===== src/rtl/accum_arbiter.sv =====
// Purpose : round-robin arbiter sharing one 4-lane accumulator among NREQ requesters, sequencing its en/done four-phase handshake.
// Latency : grant->acc_en 1 cycle; nominal req-to-ack 5 cycles with a 1-edge accumulator; next acc_en earliest 2 cycles after ack.
// Backpr. : req held until ack; new requests wait while busy; a stuck done edge is abandoned after TIMEOUT cycles and err is raised.
//
// Ports:
//   clk, reset_l          clock, asynchronous active-low reset
//   req / req_add         per-requester request and 4-lane add vector (r,l at [(r*4+l)*ADD_WIDTH +: ADD_WIDTH])
//   ack / grant_id / busy one-cycle completion pulse, current/last granted index, FSM not idle
//   acc_en / acc_add      accumulator enable and latched lanes (lane l at [l*ADD_WIDTH +: ADD_WIDTH])
//   acc_done              accumulator done
//   err / txn_count       sticky timeout flag, completed-transaction counter (wraps)
module accum_arbiter #(
    parameter int NREQ      = 4,
    parameter int ADD_WIDTH = 64,
    parameter int TIMEOUT   = 16
) (
    input  logic                          clk,
    input  logic                          reset_l,
    input  logic [NREQ-1:0]               req,
    input  logic [NREQ*4*ADD_WIDTH-1:0]   req_add,
    output logic [NREQ-1:0]               ack,
    output logic [$clog2(NREQ)-1:0]       grant_id,
    output logic                          busy,
    output logic                          acc_en,
    output logic [4*ADD_WIDTH-1:0]        acc_add,
    input  logic                          acc_done,
    output logic                          err,
    output logic [15:0]                   txn_count
);

    localparam int IDW     = $clog2(NREQ);
    localparam int CW      = $clog2(TIMEOUT);
    localparam int LANES_W = 4 * ADD_WIDTH;
    localparam logic [CW-1:0]  CNT_MAX  = CW'(TIMEOUT - 1);
    localparam logic [CW-1:0]  CNT_ONE  = CW'(1);
    localparam logic [IDW-1:0] LAST_RST = IDW'(NREQ - 1);

    typedef enum logic [1:0] {
        IDLE    = 2'd0,
        ISSUE   = 2'd1,
        RELEASE = 2'd2,
        ACK     = 2'd3
    } state_t;

    state_t               state_q, state_d;
    logic [IDW-1:0]       last_q, last_d;
    logic [IDW-1:0]       grant_id_q, grant_id_d;
    logic [NREQ-1:0]      mask_q, mask_d;
    logic [NREQ-1:0]      ack_q, ack_d;
    logic                 busy_q, busy_d;
    logic                 acc_en_q, acc_en_d;
    logic [LANES_W-1:0]   acc_add_q, acc_add_d;
    logic                 err_q, err_d;
    logic [15:0]          txn_count_q, txn_count_d;
    logic [CW-1:0]        cnt_q, cnt_d;

    logic [NREQ-1:0]      eligible;
    logic [NREQ-1:0]      grant_oh;
    logic [IDW-1:0]       pick_id;
    logic [IDW-1:0]       cand;
    logic                 pick_found;

    // The requester just acked is masked for one IDLE cycle so it can
    // drop req a cycle late without being granted a second time.
    assign eligible = req & ~mask_q;
    assign grant_oh = NREQ'(1) << grant_id_q;

    // Round-robin search starting one past the last grant.
    always_comb begin
        pick_found = 1'b0;
        pick_id    = last_q;
        cand       = last_q;
        for (int i = 1; i <= NREQ; i++) begin
            cand = IDW'((int'(last_q) + i) % NREQ);
            if (!pick_found && eligible[cand]) begin
                pick_found = 1'b1;
                pick_id    = cand;
            end
        end
    end

    always_comb begin
        state_d     = state_q;
        last_d      = last_q;
        grant_id_d  = grant_id_q;
        mask_d      = mask_q;
        ack_d       = '0;
        acc_en_d    = acc_en_q;
        acc_add_d   = acc_add_q;
        err_d       = err_q;
        txn_count_d = txn_count_q;
        cnt_d       = cnt_q;

        case (state_q)
            IDLE: begin
                mask_d = '0;
                if (pick_found) begin
                    state_d    = ISSUE;
                    grant_id_d = pick_id;
                    last_d     = pick_id;
                    acc_add_d  = req_add[int'(pick_id)*LANES_W +: LANES_W];
                    acc_en_d   = 1'b1;
                    cnt_d      = '0;
                end
            end
            ISSUE: begin
                // A done already high here (stale) also lands in RELEASE,
                // which then waits for it to fall.
                if (acc_done) begin
                    acc_en_d = 1'b0;
                    state_d  = RELEASE;
                    cnt_d    = '0;
                end else if (cnt_q == CNT_MAX) begin
                    err_d    = 1'b1;
                    acc_en_d = 1'b0;
                    state_d  = RELEASE;
                    cnt_d    = '0;
                end else begin
                    cnt_d = cnt_q + CNT_ONE;
                end
            end
            RELEASE: begin
                if (!acc_done || cnt_q == CNT_MAX) begin
                    if (acc_done) begin
                        err_d = 1'b1;
                    end
                    state_d     = ACK;
                    ack_d       = grant_oh;
                    txn_count_d = txn_count_q + 16'd1;
                end else begin
                    cnt_d = cnt_q + CNT_ONE;
                end
            end
            ACK: begin
                mask_d  = grant_oh;
                state_d = IDLE;
            end
            default: begin
                state_d = IDLE;
            end
        endcase

        busy_d = (state_d != IDLE);
    end

    always_ff @(posedge clk or negedge reset_l) begin
        if (!reset_l) begin
            state_q     <= IDLE;
            last_q      <= LAST_RST;
            grant_id_q  <= '0;
            mask_q      <= '0;
            ack_q       <= '0;
            busy_q      <= 1'b0;
            acc_en_q    <= 1'b0;
            acc_add_q   <= '0;
            err_q       <= 1'b0;
            txn_count_q <= '0;
            cnt_q       <= '0;
        end else begin
            state_q     <= state_d;
            last_q      <= last_d;
            grant_id_q  <= grant_id_d;
            mask_q      <= mask_d;
            ack_q       <= ack_d;
            busy_q      <= busy_d;
            acc_en_q    <= acc_en_d;
            acc_add_q   <= acc_add_d;
            err_q       <= err_d;
            txn_count_q <= txn_count_d;
            cnt_q       <= cnt_d;
        end
    end

    assign ack       = ack_q;
    assign grant_id  = grant_id_q;
    assign busy      = busy_q;
    assign acc_en    = acc_en_q;
    assign acc_add   = acc_add_q;
    assign err       = err_q;
    assign txn_count = txn_count_q;

endmodule


===== config.mk =====
export PLATFORM = sky130hd
export DESIGN_NAME = accum_arbiter
export DESIGN_NICKNAME = d
export VERILOG_FILES = /design/src/rtl/accum_arbiter.sv
export SDC_FILE = /design/constraint.sdc
export NUM_CORES = 1
export LEC_CHECK = 0
export CAP_MARGIN = 20
export CORE_AREA = 4 4 504 506
export CTS_CLUSTER_DIAMETER = 120
export DETAILED_ROUTE_END_ITERATION = 10
export DIE_AREA = 0 0 508 510
export SLEW_MARGIN = 10
export SYNTH_ARGS = -nofsm -noshare
export SYNTH_HDL_FRONTEND = slang
export SYNTH_SLANG_ARGS = --single-unit

===== constraint.sdc =====
create_clock -name clk -period 2.21 [get_ports clk]
set_clock_uncertainty 0.2 [all_clocks]
set_input_delay 0.5525 -clock clk [delete_from_list [all_inputs] [get_ports clk]]
set_output_delay 0.5525 -clock clk [all_outputs]
set_load 0.02 [all_outputs]

Yosys cells after proc, flatten, opt, wreduce, memory -nomap -nowiden
Cells that the tools add are included.

cells by class
  multiplexer cells = 38
  order comparisons = 4
  equal/unequal tests = 11
  bitwise gates (word level) = 2
  add/subtract/negate cells = 6
  reductions and logical operators = 19
  shift-type cells = 2

operators by type and width
  operator                 number
  $shiftx A1024 B11 Y256   1
  $mux W4                  6
  $add A16 B1 Y16 const B  1
  $mux W2                  8
  $mux W1                  15
  $lt A2 B3 Y1 const B     4
  $ne A2 B2 Y1 const B     6
  $pmux W4 S3              1
  $bmux W1 S2              4
  $pmux W2 S4              1
  $pmux W4 S2              1
  $reduce_bool A2 Y1       4
  $reduce_and A3 Y1        2
  $reduce_and A5 Y1        1
  $add A2 B1 Y2 const B    2
  $add A2 B2 Y2 const B    2
  $add A4 B1 Y4 const B    1
  $and A4 B4 Y4            1
  $eq A2 B2 Y1 const B     2
  $eq A4 B4 Y1 const B     1
  $logic_not A1 Y1         4
  $not A4 Y4               1
  $pmux W1 S2              2
  $reduce_and A2 Y1        2
  7 further kinds          9

word-level totals
  logic and storage cells = 93
  bits in registers = 293
  input bits = 1031
  output and inout port bits = 281

Longest topological paths before layout
  depth in word-level cells = 17
  depth in mapped cells = 9
  gate-level depth less buffers = 7

Worst setup path after synthesis
OpenSTA, ideal clock, no wires.

  path type = input port to flip-flop
  start = in req[2]
  end = reg acc_add_q[0], in the netlist acc_add[0]
  slack = -0.004 ns
  stages on the path = 7
  arrival = 1.871 ns
  data required time = 1.868 ns
  library setup time = 0.142 ns
  path buffers = 2
  cell sequence = nor2b_2 -> o221ai_1 -> a21oi_1 -> o21ai_1 -> clkbuf_1 -> clkbuf_1 -> o221ai_1

on the way
  word-level cells in the longest chain between the ends = 14
  elaborated cells between the ends (all ways) = 25
  classes of those cells = shift (1); mux (16); bitwise (1); reduce/logical (7)

ends and longest elaborated chain
  what                                                         RTL line  text
  from (decl)                                                  19        input logic [NREQ-1:0] req,
  $and A4 B4 Y4 (*)                                            65        assign eligible = req & ~mask_q;
  $bmux W1 S2                                                  75        if (!pick_found && eligible[cand]) begin
  $mux W1 (implied by the code)                                75
  $mux W1                                                      75
  $logic_not A1 Y1                                             75
  $logic_and A1 B1 Y1                                          75
  $mux W1                                                      75
  $logic_not A1 Y1                                             75
  $logic_and A1 B1 Y1                                          75
  $mux W1                                                      75
  $logic_not A1 Y1                                             75
  $logic_and A1 B1 Y1                                          75
  $mux W2 or $mux W1 (tied branches)                           75
  $shiftx A1024 B11 Y256 or $reduce_and A2 Y1 (tied branches)  n/a
  to (signal assigned)                                         155       acc_add_q <= '0;
  to (signal assigned)                                         167       acc_add_q <= acc_add_d;
  to (decl)                                                    52        logic [LANES_W-1:0] acc_add_q, acc_add_d;

Mark *: on every way between the ends. The rest lies on a longest branch, timed or not. The select of a mux whose other input is x is not followed.
A chain may end at the register's enable or synchronous reset.

Worst setup path after layout
  start = reg last_q[0]
  end = reg acc_add_q[117], in the netlist acc_add[117]

on the way
  word-level cells in the longest chain between the ends = 14
  elaborated cells between the ends (all ways) = 28
  classes of those cells = add/sub (4); shift (1); mux (16); reduce/logical (7)

ends and longest elaborated chain
  what                                                         RTL line  text
  from (decl)                                                  46        logic [IDW-1:0] last_q, last_d;
  from (signal assigned)                                       161       last_q <= last_d;
  $add A2 B1 Y2                                                74        cand = IDW'((int'(last_q) + i) % NREQ);
  $bmux W1 S2                                                  75
  $mux W1 (implied by the code)                                75
  $mux W1                                                      75
  $logic_not A1 Y1                                             75
  $logic_and A1 B1 Y1                                          75
  $mux W1                                                      75
  $logic_not A1 Y1                                             75
  $logic_and A1 B1 Y1                                          75
  $mux W1                                                      75
  $logic_not A1 Y1                                             75
  $logic_and A1 B1 Y1                                          75
  $mux W2 or $mux W1 (tied branches)                           75
  $shiftx A1024 B11 Y256 or $reduce_and A2 Y1 (tied branches)  n/a

Several ways; a longest one is shown, not always the timed one. The select of a mux whose other input is x is not followed.

==> flow_summary.json <==
{
  "sequentialPowerShare_pct": 16.1,
  "via_per_inst": 3.52,
  "cts_tree": "yes",
  "cp_max_fo": 7,
  "cp_slowest_cell": "dfstp_2",
  "ys.warnings.count": 0,
  "drt_wl_total_mm": 228,
  "power_frac_comb_pct": 71.7,
  "grt_pass1_wl_mm": 270,
  "power_switching_uw": 27000,
  "wl_per_cell_um": 34.4,
  "maxSlewViolCount": 0,
  "final_nets": 4223,
  "leakagePower_uw": 0.0167,
  "n_fill_cell": 27900,
  "wl_met2_mm": 103,
  "drive_above_1_share_pct": 24.9,
  "drt_iter0_drc": 1881,
  "overflow": 0,
  "ys_seq_area_share_pct": 41.5,
  "maxCapViolations": 0,
  "start_util_pct": 7.06,
  "fp.dieH_um": 510,
  "crit_top_cell": "buf_16",
  "grt_usage_pct": 16.3,
  "clk_latency_ns": 0.64,
  "p_int_uw": 34400,
  "htreeDepth": 2,
  "dr.pass1.iters": 5,
  "ys_seq_elements": 293,
  "status": "complete, but fails checks",
  "max_slew_margin_pct": 68.4,
  "power-per-cell-area_nw_per_um2": 1460,
  "path_delay_family": "buffers and inverters",
  "violations": "setup timing",
  "finalSetupViolations": 256,
  "p_sw_share_pct": 44.0,
  "place_ws_ns": -1.66,
  "cts_buffer_depth": 3,
  "design.core.area_sq_um": 250000,
  "synth_edf_count": 0,
  "antenna_found_initial": 287,
  "drcViolationCount": 0,
  "io_buffers": 1311,
  "die_w_um": 508,
  "ios": 1312,
  "hold_class": "input pin to async pin",
  "timing.final.hold_violations": 0,
  "required_ns": 2.54,
  "critPathBufInv": 6,
  "tightestPinTransition_ns": 0.464,
  "min_period_ns": 2.55,
  "min_period_over_period_pct": 115,
  "crit_arrival_ns": 2.88,
  "worst_slack_ns": -0.342,
  "timing.fmax_mhz": 392,
  "ir_drop_v": 0.000687,
  "wl_met1_mm": 80.5,
  "cp_slowest_stage_delay_ns": 0.57,
  "syn_to_final_growth_pct": 138,
  "clockPowerShare_pct": 12.2,
  "top_layer": "met5",
  "ys_async_sr_fraction_pct": 100,
  "synthCells": 1605,
  "drtAntennaViolNets": 0,
  "vias": 23400,
  "grt_max_degree": 59,
  "multi_input_area_sq_um": 10800,
  "rows": 184,
  "dp_hpwl_mm": 197,
  "cts.sinks": 293,
  "grt_pass1_vias": 23100,
  "path_cells": "buf_6, o221ai_2, a22oi_2, buf_6, buf_16, buf_16, buf_16, buf_12, mux2i_4, o221ai_2",
  "dieArea_sq_um": 259000,
  "regArea_sq_um": 7350,
  "cts_buffers": 44,
  "rsz0062_at_grt": "true",
  "ys_types": 48,
  "wl_met3_mm": 31.1,
  "clockRootBuffer": "clkbuf_16",
  "syn_area_per_cell_sq_um": 11.0,
  "yosys_most_used_dff": "dfrtp_1",
  "place.gp.congestion": 0.958,
  "setup-tns-final_ns": -58.78,
  "syn-cell-area_sq_um": 17700,
  "syn_nets": 2643,
  "path_clk_slew_ns": 0.07,
  "path_class": "register to register",
  "endpoint_kind": "register",
  "startpoint_type": "register"
}
-- power groups by stage --
| stage | sequential, uW | combinational (uW) | clock [uW] |
|---|---|---|---|
| 6_report | 9850 | 44000 | 7510 |
| 5_1_grt | 10100 | 46100 | 7900 |
| 4_1_cts | 9800 | 39900 | 7780 |
| 3_5_place_dp | 9850 | 34200 | 0 |
| 3_3_place_gp | 9830 | 33800 | 0 |
| 2_1_floorplan | 12300 | 14700 | 0 |
-- synth_stat cells, types with 2 or more instances --
cell / instances / area share, %
o22ai_1: 2 / 0.071
nand3_1: 5 / 0.14
nand4_1: 5 / 0.18
buf_6: 39 / 2.5
o21ai_0: 6 / 0.17
ha_1: 7 / 0.50
buf_12: 3 / 0.34
xor2_1: 3 / 0.15
o221ai_1: 258 / 13
nand2b_1: 11 / 0.39
nor2b_1: 4 / 0.14
o211ai_2: 2 / 0.14
a21oi_1: 6 / 0.17
buf_8: 11 / 0.94
nor2_1: 13 / 0.28
and4_1: 3 / 0.15
dfrtp_1: 291 / 41
mux2i_1: 514 / 29
nand3b_1: 2 / 0.085
nand2_1: 274 / 5.8
xnor2_1: 12 / 0.60
inv_1: 8 / 0.17
o21a_1: 2 / 0.085
dfstp_2: 2 / 0.30
and3_1: 5 / 0.18
clkbuf_1: 76 / 1.6
nor3_1: 2 / 0.057
o21ai_1: 4 / 0.11
clkbuf_8: 2 / 0.16
nor2b_2: 2 / 0.099
nor3b_1: 2 / 0.085
buf_2: 13 / 0.37
-- through the flow --
step	hold WS, ns	util [%]	std cells	area, sq um	total power (uW)
finish	0.190	16.8	6640	42100	61400
detailed placement	0.251	14.5	6362	36300	44000
CTS	0.126	16.1	6512	40200	57500
global route	0.152	16.8	6600	42000	64100
floorplan	0.0569	-	1605	17700	26900
global placement	0.265	14.5	6362	36300	43600
-- routing by layer --
metal	global-route usage (%)	up-vias
li1	-	9459
met1	17.0	11300
met2	26.3	1724
met3	9.88	675
met4	6.91	218
met5	0.384	-
-- kinds of logic after synthesis --
| group | Yosys count | synth area share, % |
|---|---|---|
| multiplexers | 514 | 29.1 |
| AND/OR/NAND/NOR | 333 | 7.92 |
| flip-flops | 293 | 41.5 |
| AO/OA/AOI/OAI | 290 | 14.0 |
| buffers and inverters | 153 | 6.12 |
| XOR/XNOR | 15 | 0.744 |
| adder cells (fa/ha/maj) | 7 | 0.496 |
-- area by class of cell --
cell class                 count  area share [%]
sequential                   293            17.5
inverter                       8          0.0713
clock buffer                  65            3.11
antenna                       75           0.446
multi-input combinational   1159            25.8
tap                         3348            9.95
timing repair buffer        1679            42.8
clock inverter                13           0.374
-- registers in the layout, summed over array words and instances (netlist names), 2 cells and up --
name       count
acc_add      256
grant_id       2
mask_q         4
txn_count     16
ack            4
state_q        2
cnt_q          4
last_q         2
-- placed cells by master (no fill, tap or decap), drive strengths merged, types with 7 or more instances in the layout --
| cell type | instances |
|---|---|
| mux2i | 514 |
| clkdlybuf4s50 | 1029 |
| inv | 11 |
| dfrtp | 291 |
| nor2b | 7 |
| nand2b | 11 |
| diode | 75 |
| nor2 | 14 |
| nand2 | 274 |
| dlygate4sd2 | 103 |
| o21ai | 10 |
| xnor2 | 12 |
| clkbuf | 86 |
| ha | 7 |
| clkdlybuf4s15 | 119 |
| o221ai | 258 |
| buf | 405 |
-- what timing repair did --
item                                    in CTS  in global routing
resized for setup                          797                194
buffers inserted                            56                 36
gates cloned                                18                 25
hold endpoints to repair                   141                  0
hold buffers                                 1                  0
endpoints found under the setup margin     495                261
pin swaps                                   62                 88
-- final timing paths --
check,to,cells past startpoint,slack [ns],start
worst min register to register,err,1,0.27,err
worst max register to register,acc_add[117],10,-0.34,last_q[0]
min in group clk,err,1,0.27,err
worst min-delay path,acc_add[6],2,0.19,reset_l
max in group asynchronous,txn_count[6],4,0.83,reset_l
worst max-delay path,acc_add[117],10,-0.34,last_q[0]
No activity file was read; power rests on OpenSTA's default activity.
